### config.mk
export PLATFORM = sky130hd
export DESIGN_NAME = fp_mac_issue_arbiter
export DESIGN_NICKNAME = d
export VERILOG_FILES = /design/src/rtl/fp_mac_issue_arbiter.sv
export SDC_FILE = /design/constraint.sdc
export NUM_CORES = 1
export LEC_CHECK = 0
export ABC_AREA = 1
export BUFFER_PORTS_ARGS = -buffer_cell sky130_fd_sc_hd__buf_2
export CORE_AREA = 2 2 173 175
export DETAILED_ROUTE_END_ITERATION = 12
export DIE_AREA = 0 0 175 177
export SLEW_MARGIN = 25
export SYNTH_ARGS = -nofsm -noshare
export SYNTH_HDL_FRONTEND = slang
export SYNTH_SLANG_ARGS = --single-unit
### constraint.sdc
create_clock -name clk -period 5.5 [get_ports clk]
set_input_delay 0.55 -clock clk [delete_from_list [all_inputs] [get_ports clk]]
set_output_delay 0.55 -clock clk [all_outputs]
set_load 0.01 [all_outputs]
### src/rtl/fp_mac_issue_arbiter.sv
// Purpose : shares one FP MAC unit between the core FP issue path (r0) and the
//           div/sqrt sequencer (r1); round-robin issue, per-op tag, writeback routing.
// Latency : issue and writeback are both combinational (0 cycles); tag/counter state
//           updates on the next edge, so a freed tag is reusable one cycle after its ack.
// Backpr. : no grant without u_ready and a free tag; r1 is capped at R1_MAX_OUTSTANDING
//           ops in flight; u_ack follows the owning requester's ack.
//
// Ports:
//   clk, rst              clock, synchronous active-high reset
//   r0_*/r1_* request     valid/ready/id/inputs issue handshake per requester
//   u_new_request/u_ready/u_id/u_inputs   issue side of the MAC unit
//   u_done/u_wb_id/u_rd/u_ack             writeback side of the MAC unit
//   r0_*/r1_* writeback   done/rd/wb_id/ack result handshake per requester
//
// Build option: FP_MAC_ARB_FIXED_PRIO_EN -- requester 0 always wins when eligible and
// the round-robin pointer is dropped; the requester 1 outstanding cap still applies.

module fp_mac_issue_arbiter #(
    parameter int NUM_TAGS           = 8,
    parameter int ID_W               = 3,
    parameter int R1_MAX_OUTSTANDING = 4,
    parameter int INPUTS_W           = 104   // fp_mac_inputs_t: 3 x 34-bit operands + op
) (
    input  logic                clk,
    input  logic                rst,
    input  logic                r0_valid,
    output logic                r0_ready,
    input  logic [ID_W-1:0]     r0_id,
    input  logic [INPUTS_W-1:0] r0_inputs,
    input  logic                r1_valid,
    output logic                r1_ready,
    input  logic [ID_W-1:0]     r1_id,
    input  logic [INPUTS_W-1:0] r1_inputs,
    output logic                u_new_request,
    input  logic                u_ready,
    output logic [ID_W-1:0]     u_id,
    output logic [INPUTS_W-1:0] u_inputs,
    input  logic                u_done,
    input  logic [ID_W-1:0]     u_wb_id,
    input  logic [33:0]         u_rd,
    output logic                u_ack,
    output logic                r0_done,
    output logic [33:0]         r0_rd,
    output logic [ID_W-1:0]     r0_wb_id,
    input  logic                r0_ack,
    output logic                r1_done,
    output logic [33:0]         r1_rd,
    output logic [ID_W-1:0]     r1_wb_id,
    input  logic                r1_ack
);

    localparam int TAG_W = (NUM_TAGS > 1) ? $clog2(NUM_TAGS) : 1;
    localparam int CNT_W = $clog2(R1_MAX_OUTSTANDING + 1);
    localparam logic [CNT_W-1:0] R1_MAX = CNT_W'(R1_MAX_OUTSTANDING);

    logic [NUM_TAGS-1:0] free_mask_q, free_mask_d;
    logic                owner_q   [NUM_TAGS];
    logic [ID_W-1:0]     orig_id_q [NUM_TAGS];
    logic [CNT_W-1:0]    r1_cnt_q, r1_cnt_d;

    logic             can_grant, r1_elig, grant0, grant1, grant_any;
    logic [TAG_W-1:0] alloc_tag, wb_idx;
    logic             wb_owner, r1_ack_fire;

    // Lowest free tag: scanning downward leaves the lowest set bit as the last write.
    always_comb begin
        alloc_tag = '0;
        for (int i = NUM_TAGS - 1; i >= 0; i--) begin
            if (free_mask_q[i]) begin
                alloc_tag = TAG_W'(i);
            end
        end
    end

    assign can_grant = !rst && u_ready && (|free_mask_q);
    assign r1_elig   = r1_valid && (r1_cnt_q < R1_MAX);

`ifdef FP_MAC_ARB_FIXED_PRIO_EN
    assign grant0 = can_grant && r0_valid;
    assign grant1 = can_grant && r1_elig && !r0_valid;
`else
    logic rr_last_q;

    // On contention the requester that did not win last time goes first.
    assign grant0 = can_grant && r0_valid && (!r1_elig || rr_last_q);
    assign grant1 = can_grant && r1_elig && (!r0_valid || !rr_last_q);

    always_ff @(posedge clk) begin
        if (rst) begin
            rr_last_q <= 1'b1;
        end else if (grant0 || grant1) begin
            rr_last_q <= grant1;
        end
    end
`endif

    assign grant_any     = grant0 || grant1;
    assign r0_ready      = grant0;
    assign r1_ready      = grant1;
    assign u_new_request = grant_any;
    assign u_id          = grant_any ? ID_W'(alloc_tag) : '0;
    assign u_inputs      = grant1 ? r1_inputs : r0_inputs;

    // Writeback routing straight from the tag table.
    assign wb_idx      = u_wb_id[TAG_W-1:0];
    assign wb_owner    = owner_q[wb_idx];
    assign r0_done     = !rst && u_done && !wb_owner;
    assign r1_done     = !rst && u_done && wb_owner;
    assign r0_rd       = u_rd;
    assign r1_rd       = u_rd;
    assign r0_wb_id    = orig_id_q[wb_idx];
    assign r1_wb_id    = orig_id_q[wb_idx];
    assign u_ack       = (r0_done && r0_ack) || (r1_done && r1_ack);
    assign r1_ack_fire = u_ack && wb_owner;

    // The acked tag is in use and the allocated tag is free, so the two never collide;
    // allocation sees the pre-update mask, so a tag freed this cycle is not reissued yet.
    always_comb begin
        free_mask_d = free_mask_q;
        if (grant_any) begin
            free_mask_d[alloc_tag] = 1'b0;
        end
        if (u_ack) begin
            free_mask_d[wb_idx] = 1'b1;
        end
    end

    always_comb begin
        r1_cnt_d = r1_cnt_q;
        case ({grant1, r1_ack_fire})
            2'b10:   r1_cnt_d = r1_cnt_q + CNT_W'(1);
            2'b01:   r1_cnt_d = r1_cnt_q - CNT_W'(1);
            default: r1_cnt_d = r1_cnt_q;
        endcase
    end

    always_ff @(posedge clk) begin
        if (rst) begin
            free_mask_q <= '1;
            r1_cnt_q    <= '0;
        end else begin
            free_mask_q <= free_mask_d;
            r1_cnt_q    <= r1_cnt_d;
        end
    end

    // Table contents are meaningless while the tag is free, so no reset is needed.
    always_ff @(posedge clk) begin
        if (grant_any) begin
            owner_q[alloc_tag]   <= grant1;
            orig_id_q[alloc_tag] <= grant1 ? r1_id : r0_id;
        end
    end

    // A result for a tag that was never issued (or already retired) is a MAC-side bug.
    a_wb_tag_live : assert property (@(posedge clk) disable iff (rst)
        u_done |-> !free_mask_q[wb_idx]);

endmodule

* Word level (Yosys, flattened, before mapping)
Memory sizes are Yosys's and may differ from the RTL's.
Cells that the tools add are included.
** Word-level totals
- Bits in registers :: 12
- Memory bits (writable) :: 32
- Input bits :: 259
- Output and inout port bits :: 187
- Word-level logic and storage cells :: 63
- Memories kept :: 2
** Operators by class
- $add $sub $neg :: 2
- Order comparisons :: 5
- Equality and inequality tests :: 2
- Multiplexer cells :: 20
- Bitwise operators :: 3
- Reduce and logical (&&, ||, !) cells :: 26
** Memory list
- orig_id_q :: depth 8, width 3, read ports 1, clocked after Yosys merged registers in 0, wr ports 1, line 58 : logic [ID_W-1:0] orig_id_q [NUM_TAGS];
- owner_q :: depth 8, width 1, read ports 1, clocked after Yosys merged registers in 0, wr ports 1, line 57 : logic owner_q [NUM_TAGS];
** Operator list (count)
- 104-bit two-way mux :: 1
- 3-bit two-way mux :: 10
- 8-bit two-way mux :: 2
- 1-bit logical AND :: 15
- 8-bit bitwise AND :: 1
- 3-bit by 4-bit < comparator with 1-bit output, second input constant :: 2
- 8-bit inverter :: 1
- 8-bit bitwise OR :: 1
- 8-bit OR reduction :: 1
- 1-bit demux with 3-bit select :: 2
- 3-bit by 1-bit >= comparator with 1-bit output, second input constant :: 2
- 3-bit one-hot mux with 2 select lines :: 1
- 1-bit zero test :: 5
- 1-bit logical OR :: 4
- 1-bit two-way mux :: 4
- 3-bit by 1-bit adder with 3-bit output, second input constant :: 1
- 3-bit < comparator, second input constant :: 1
- 3-bit by 1-bit subtractor with 3-bit output, second input constant :: 1
- 2-bit by 1-bit == test with 1-bit output, second input constant :: 1
- 2-bit == test, second input constant :: 1
- 2-bit nonzero test :: 1

* Longest topological paths before layout
- Depth after elaboration :: 17
- Mapped depth :: 16
- Gate-level depth less buffers :: 15

* Least setup slack after synthesis
OpenSTA, ideal clock, no wires.
- Path kind :: input to register
- Start :: input u_wb_id[1]
- End :: register r1_cnt_q[2]
- Library setup time :: 122 ps
- Arrival :: 2180 ps
- Setup slack :: 3198 ps
- Cell stages on the path :: 16
- Path buffers :: 1
- Path through :: buf_4 > nand2_1 > inv_1 > nand3_1 > nand2_1 > nor2_1 > nand2_1 > nand3_2 > inv_1 > ha_1 > inv_1 > fa_1 > a21oi_1 > o21ai_0 > o21ai_0 > a21oi_1
** On the way
- Word-level cells in the longest chain between the ends :: 8
- Elaborated cells between the ends (all ways) :: 12
- Classes of those cells :: eq/ne (2); mux (1); reduce/logical (8); memory (1)
** RTL lines
- start: declaration :: line 39 : input logic [ID_W-1:0] u_wb_id,
- memory read 8 x 1 bit (*)
- 1-bit zero test :: line 107 : assign r0_done = !rst && u_done && !wb_owner;
- 1-bit logical AND :: line 107
- 1-bit logical AND :: line 113 : assign u_ack = (r0_done && r0_ack) || (r1_done && r1_ack);
- 1-bit logical OR :: line 113
- 1-bit logical AND (*) :: line 114 : assign r1_ack_fire = u_ack && wb_owner;
- 2-bit by 1-bit == test with 1-bit output or 2-bit == test (tied branches) :: line 130 : case ({grant1, r1_ack_fire})
- 3-bit one-hot mux with 2 select lines or 2-bit nonzero test (tied branches)
- end signal: assignment :: line 143 : r1_cnt_q <= r1_cnt_d;
- end: declaration :: line 59 : logic [CNT_W-1:0] r1_cnt_q, r1_cnt_d;
Every way passes the cells marked *; elsewhere a longest branch is shown, timed or not.
A chain may end at the register's enable or synchronous reset.

* Worst setup path in the final report
- Start :: input rst
- End :: output u_inputs[29]
** On the way
- Word-level cells in the longest chain between the ends :: 6
** RTL lines
- start: declaration :: line 25 : input logic rst,
- 1-bit zero test :: line 75 : assign can_grant = !rst && u_ready && (|free_mask_q);
- 1-bit logical AND (2 in series) :: line 75
- 1-bit logical AND (2 in series) :: line 86 : assign grant1 = can_grant && r1_elig && (!r0_valid || !rr_last_q);
- 104-bit two-way mux :: line 102 : assign u_inputs = grant1 ? r1_inputs : r0_inputs;
- end: declaration :: line 37 : output logic [INPUTS_W-1:0] u_inputs,
Every way passes these cells.

==> key figures <==
Detailed routing
  • DR vias: 4861
  • Post-Route WL: 20000 µm
  • Final ANT Viol Nets: 0
  • WL/cell: 15.4 µm
  • Vias per inst: 3.75
  • Drt initial violations: 212
  • Iteration count of the initial detailed-routing pass: 4
  • Drt drc: 0

STA
  • Final min period: 3.44 ns
  • Final setup margin: 2.06 ns
  • Final setup viols: 0
  • RSZ-0062 raised after global routing: false
  • Relative slew slack: 43.8%
  • Tcrit/Tclk final: 62.6%
  • Fmax: 0.291 GHz
  • Fin Clk Skew: 0.00245 ns
  • Slew @ Worst Pin: 0.843 ns
  • Final Max Tran Viols: 0
  • Setup_tns: 0 ns
  • Final Hold Violating Endpoints: 0

Critical path
  • Max stage delay on crit path: 0.73 ns
  • CP arrival: 2.89 ns
  • Crit Path Max Fanout: 116
  • CP top delay family: buffers and inverters
  • Critical Path Sink Type: output port
  • Worst Path Buf+Inv: 4
  • Required time worst endpoint: 4.95 ns
  • Worst setup SP type: input pin
  • Worst path cell trace: buf_2, inv_2, nand2_2, nor2_4, nand2_4, inv_6, nand2_1, nand2_1, buf_2
  • Kind of critical path: input pin to output port
  • CP max-delay cell: inv_6

Floorplan
  • Initial Utilization: 13.7%
  • Die H: 177 µm
  • Die W: 175 µm
  • Core area: 29200 µm²
  • Die area: 31000 µm²
  • # IOs: 446
  • Site row count: 63

Synthesis
  • Most frequent cell after synthesis: nand2_1
  • Number of enable flip-flop cells after synthesis: 32
  • Main synth FF type: edfxtp_1
  • Cells after Synth: 648
  • Yosys top cell area share: 34.6%
  • FF+latch count, synth: 44
  • Leading area contributor after synthesis: nand2_1
  • Register area share after synthesis: 30.1%
  • Syn_nets: 909
  • Synth unique cells: 29
  • Post-synth top cells: nand2_1, buf_4, inv_1, edfxtp_1, nor2_1
  • Synth warn: 0
  • Leading post-synthesis cells by cell area: nand2_1, edfxtp_1, buf_4, dfxtp_1, inv_1
  • Mapped Avg Cell Area: 6.17 µm²
  • Post-Syn Area: 4000 µm²
  • Async set or reset register ratio after synthesis: 0%

Placement
  • RD Place Congestion: 0.887
  • Detailed placement HPWL: 17200 µm
  • I/O Buffers: 343
  • Post-Place Worst Slack: 1.72 ns

Clocking
  • CTS Root Cell: clkbuf_16
  • Worst-Skew Late Latency: 0.28 ns
  • CTS resizes: 0
  • Clk slew on worst S/H paths: 0.06 ns
  • Num CTS Buffers: 5
  • Clock Path Buffers: 2
  • Postcts setup bufs: 0
  • H-tree depth: 2
  • Clock sink count: 44
  • Cts hold-fix bufs: 0
  • CTS tree: done

Finish
  • Area delta synth->final: 42.1%
  • Final Core Density: 19.4%
  • Share of layout cells above drive strength 1: 41.4%
  • Nets: 1162

Run
  • Max-Cap Viols: 0

Status
  • Status: finished clean

Worst hold path
  • Hold crit path type: flip-flop to flip-flop

Global route
  • GRT overflow: 0
  • Largest net degree at the start of global routing: 117
  • Total global-route track usage: 12.1%
  • First-pass GRT wire length: 27800 µm
  • Antenna violations before repair: 13
  • Vias in the first global route: 4456

Power
  • LEAKAGE: 0.00324 µW
  • Clock power share: 33.1%
  • Pwr Density: 179 nW/µm²
  • Maximum VDD drop: 0.131 mV
  • Comb pwr share: 31.1%
  • Design Power: 1020 µW
  • Reg power frac: 35.8%
  • Int Pwr: 708 µW
  • Switching part of the total: 30.4%
  • P_sw: 310 µW
## state kept, by name, summed over array words and instances (netlist names)
register and flops:
r1_cnt_q 3, rr_last_q 1, owner_q 8, free_mask_q 8
orig_id_q 24
## placed cells by master, fill, tap and decap left out, types with 2 or more instances in the layout
cell       count
inv_1         33
nand3_1       13
nand2_1      368
a22oi_1        2
inv_2          3
a31oi_1        2
nand2_2       12
nor2_2         2
nand4_1        5
clkbuf_16      5
o21ai_0       12
buf_2        343
dfxtp_1       12
a21oi_1        9
nor3_1         4
a221oi_1       2
edfxtp_1      32
diode_2        4
nor2_1        29
## layer usage
metal / share of wire (%) / track usage, % / routed length [µm]
met4: 1.9 / 2.81 / 379
met5: 0.40 / 0 / 79
met3: 11 / 5.78 / 2240
met2: 46 / 19.4 / 9140
met1: 41 / 14.5 / 8130
## per-stage QoR
stage | cell area [µm²] | cells | hold WS [ns]
2_1_floorplan | 4000 | 648 | 0.422
3_3_place_gp | 5500 | 1284 | 0.432
3_5_place_dp | 5500 | 1284 | 0.446
4_1_cts | 5660 | 1292 | 0.455
5_1_grt | 5670 | 1292 | 0.484
6_report | 5680 | 1296 | 0.453
## power groups by stage
stage	Clock (µW)	Combinational (µW)	Sequential (µW)
4_1_cts	343	324	364
3_3_place_gp	0	321	371
6_report	337	317	364
5_1_grt	354	352	365
3_5_place_dp	0	323	371
2_1_floorplan	0	193	370
## path summary, 6_finish.rpt
check | cells after the start | start | slack, ns | to
setup / recovery | 9 | rst | 2.06 | u_inputs[29]
hold / removal | 1 | r1_cnt_q[0] | 0.45 | r1_cnt_q[0]
setup reg to reg | 12 | free_mask_q[3] | 2.84 | r1_cnt_q[2]
hold reg to reg | 1 | r1_cnt_q[0] | 0.45 | r1_cnt_q[0]
## cell type report
| class | count | area [µm²] |
|---|---|---|
| Antenna cell | 4 | 10.0 |
| Clock buffer | 5 | 125 |
| Clock inverter | 3 | 42.5 |
| Fill cell | 3366 | 23600 |
| Inverter | 37 | 144 |
| Multi-Input combinational cell | 469 | 1940 |
| Sequential cell | 44 | 1200 |
| Tap cell | 390 | 488 |
| Timing Repair Buffer | 344 | 1720 |
## worst reg2reg max path, stage by stage (launching register included)
cell and delay, ns:
dfxtp_1 0.31, nor2_1 0.16, nand2_1 0.10, nor2_2 0.21, nor2_4 0.07, nand2_4 0.48
ha_1 0.27, inv_1 0.07, fa_1 0.38, a21oi_1 0.14, o21ai_0 0.12, o21ai_0 0.17
a21oi_1 0.06
## cell families after synthesis
| family | share of synthesized area, % |
|---|---|
| and+or+nand+nor | 43.2 |
| buffers and inverters | 21.4 |
| DFF | 30.1 |
| AOI/OAI and AO/OA | 4.54 |
| adders and majority gates | 0.814 |
Power figures use the tool's default switching activity.
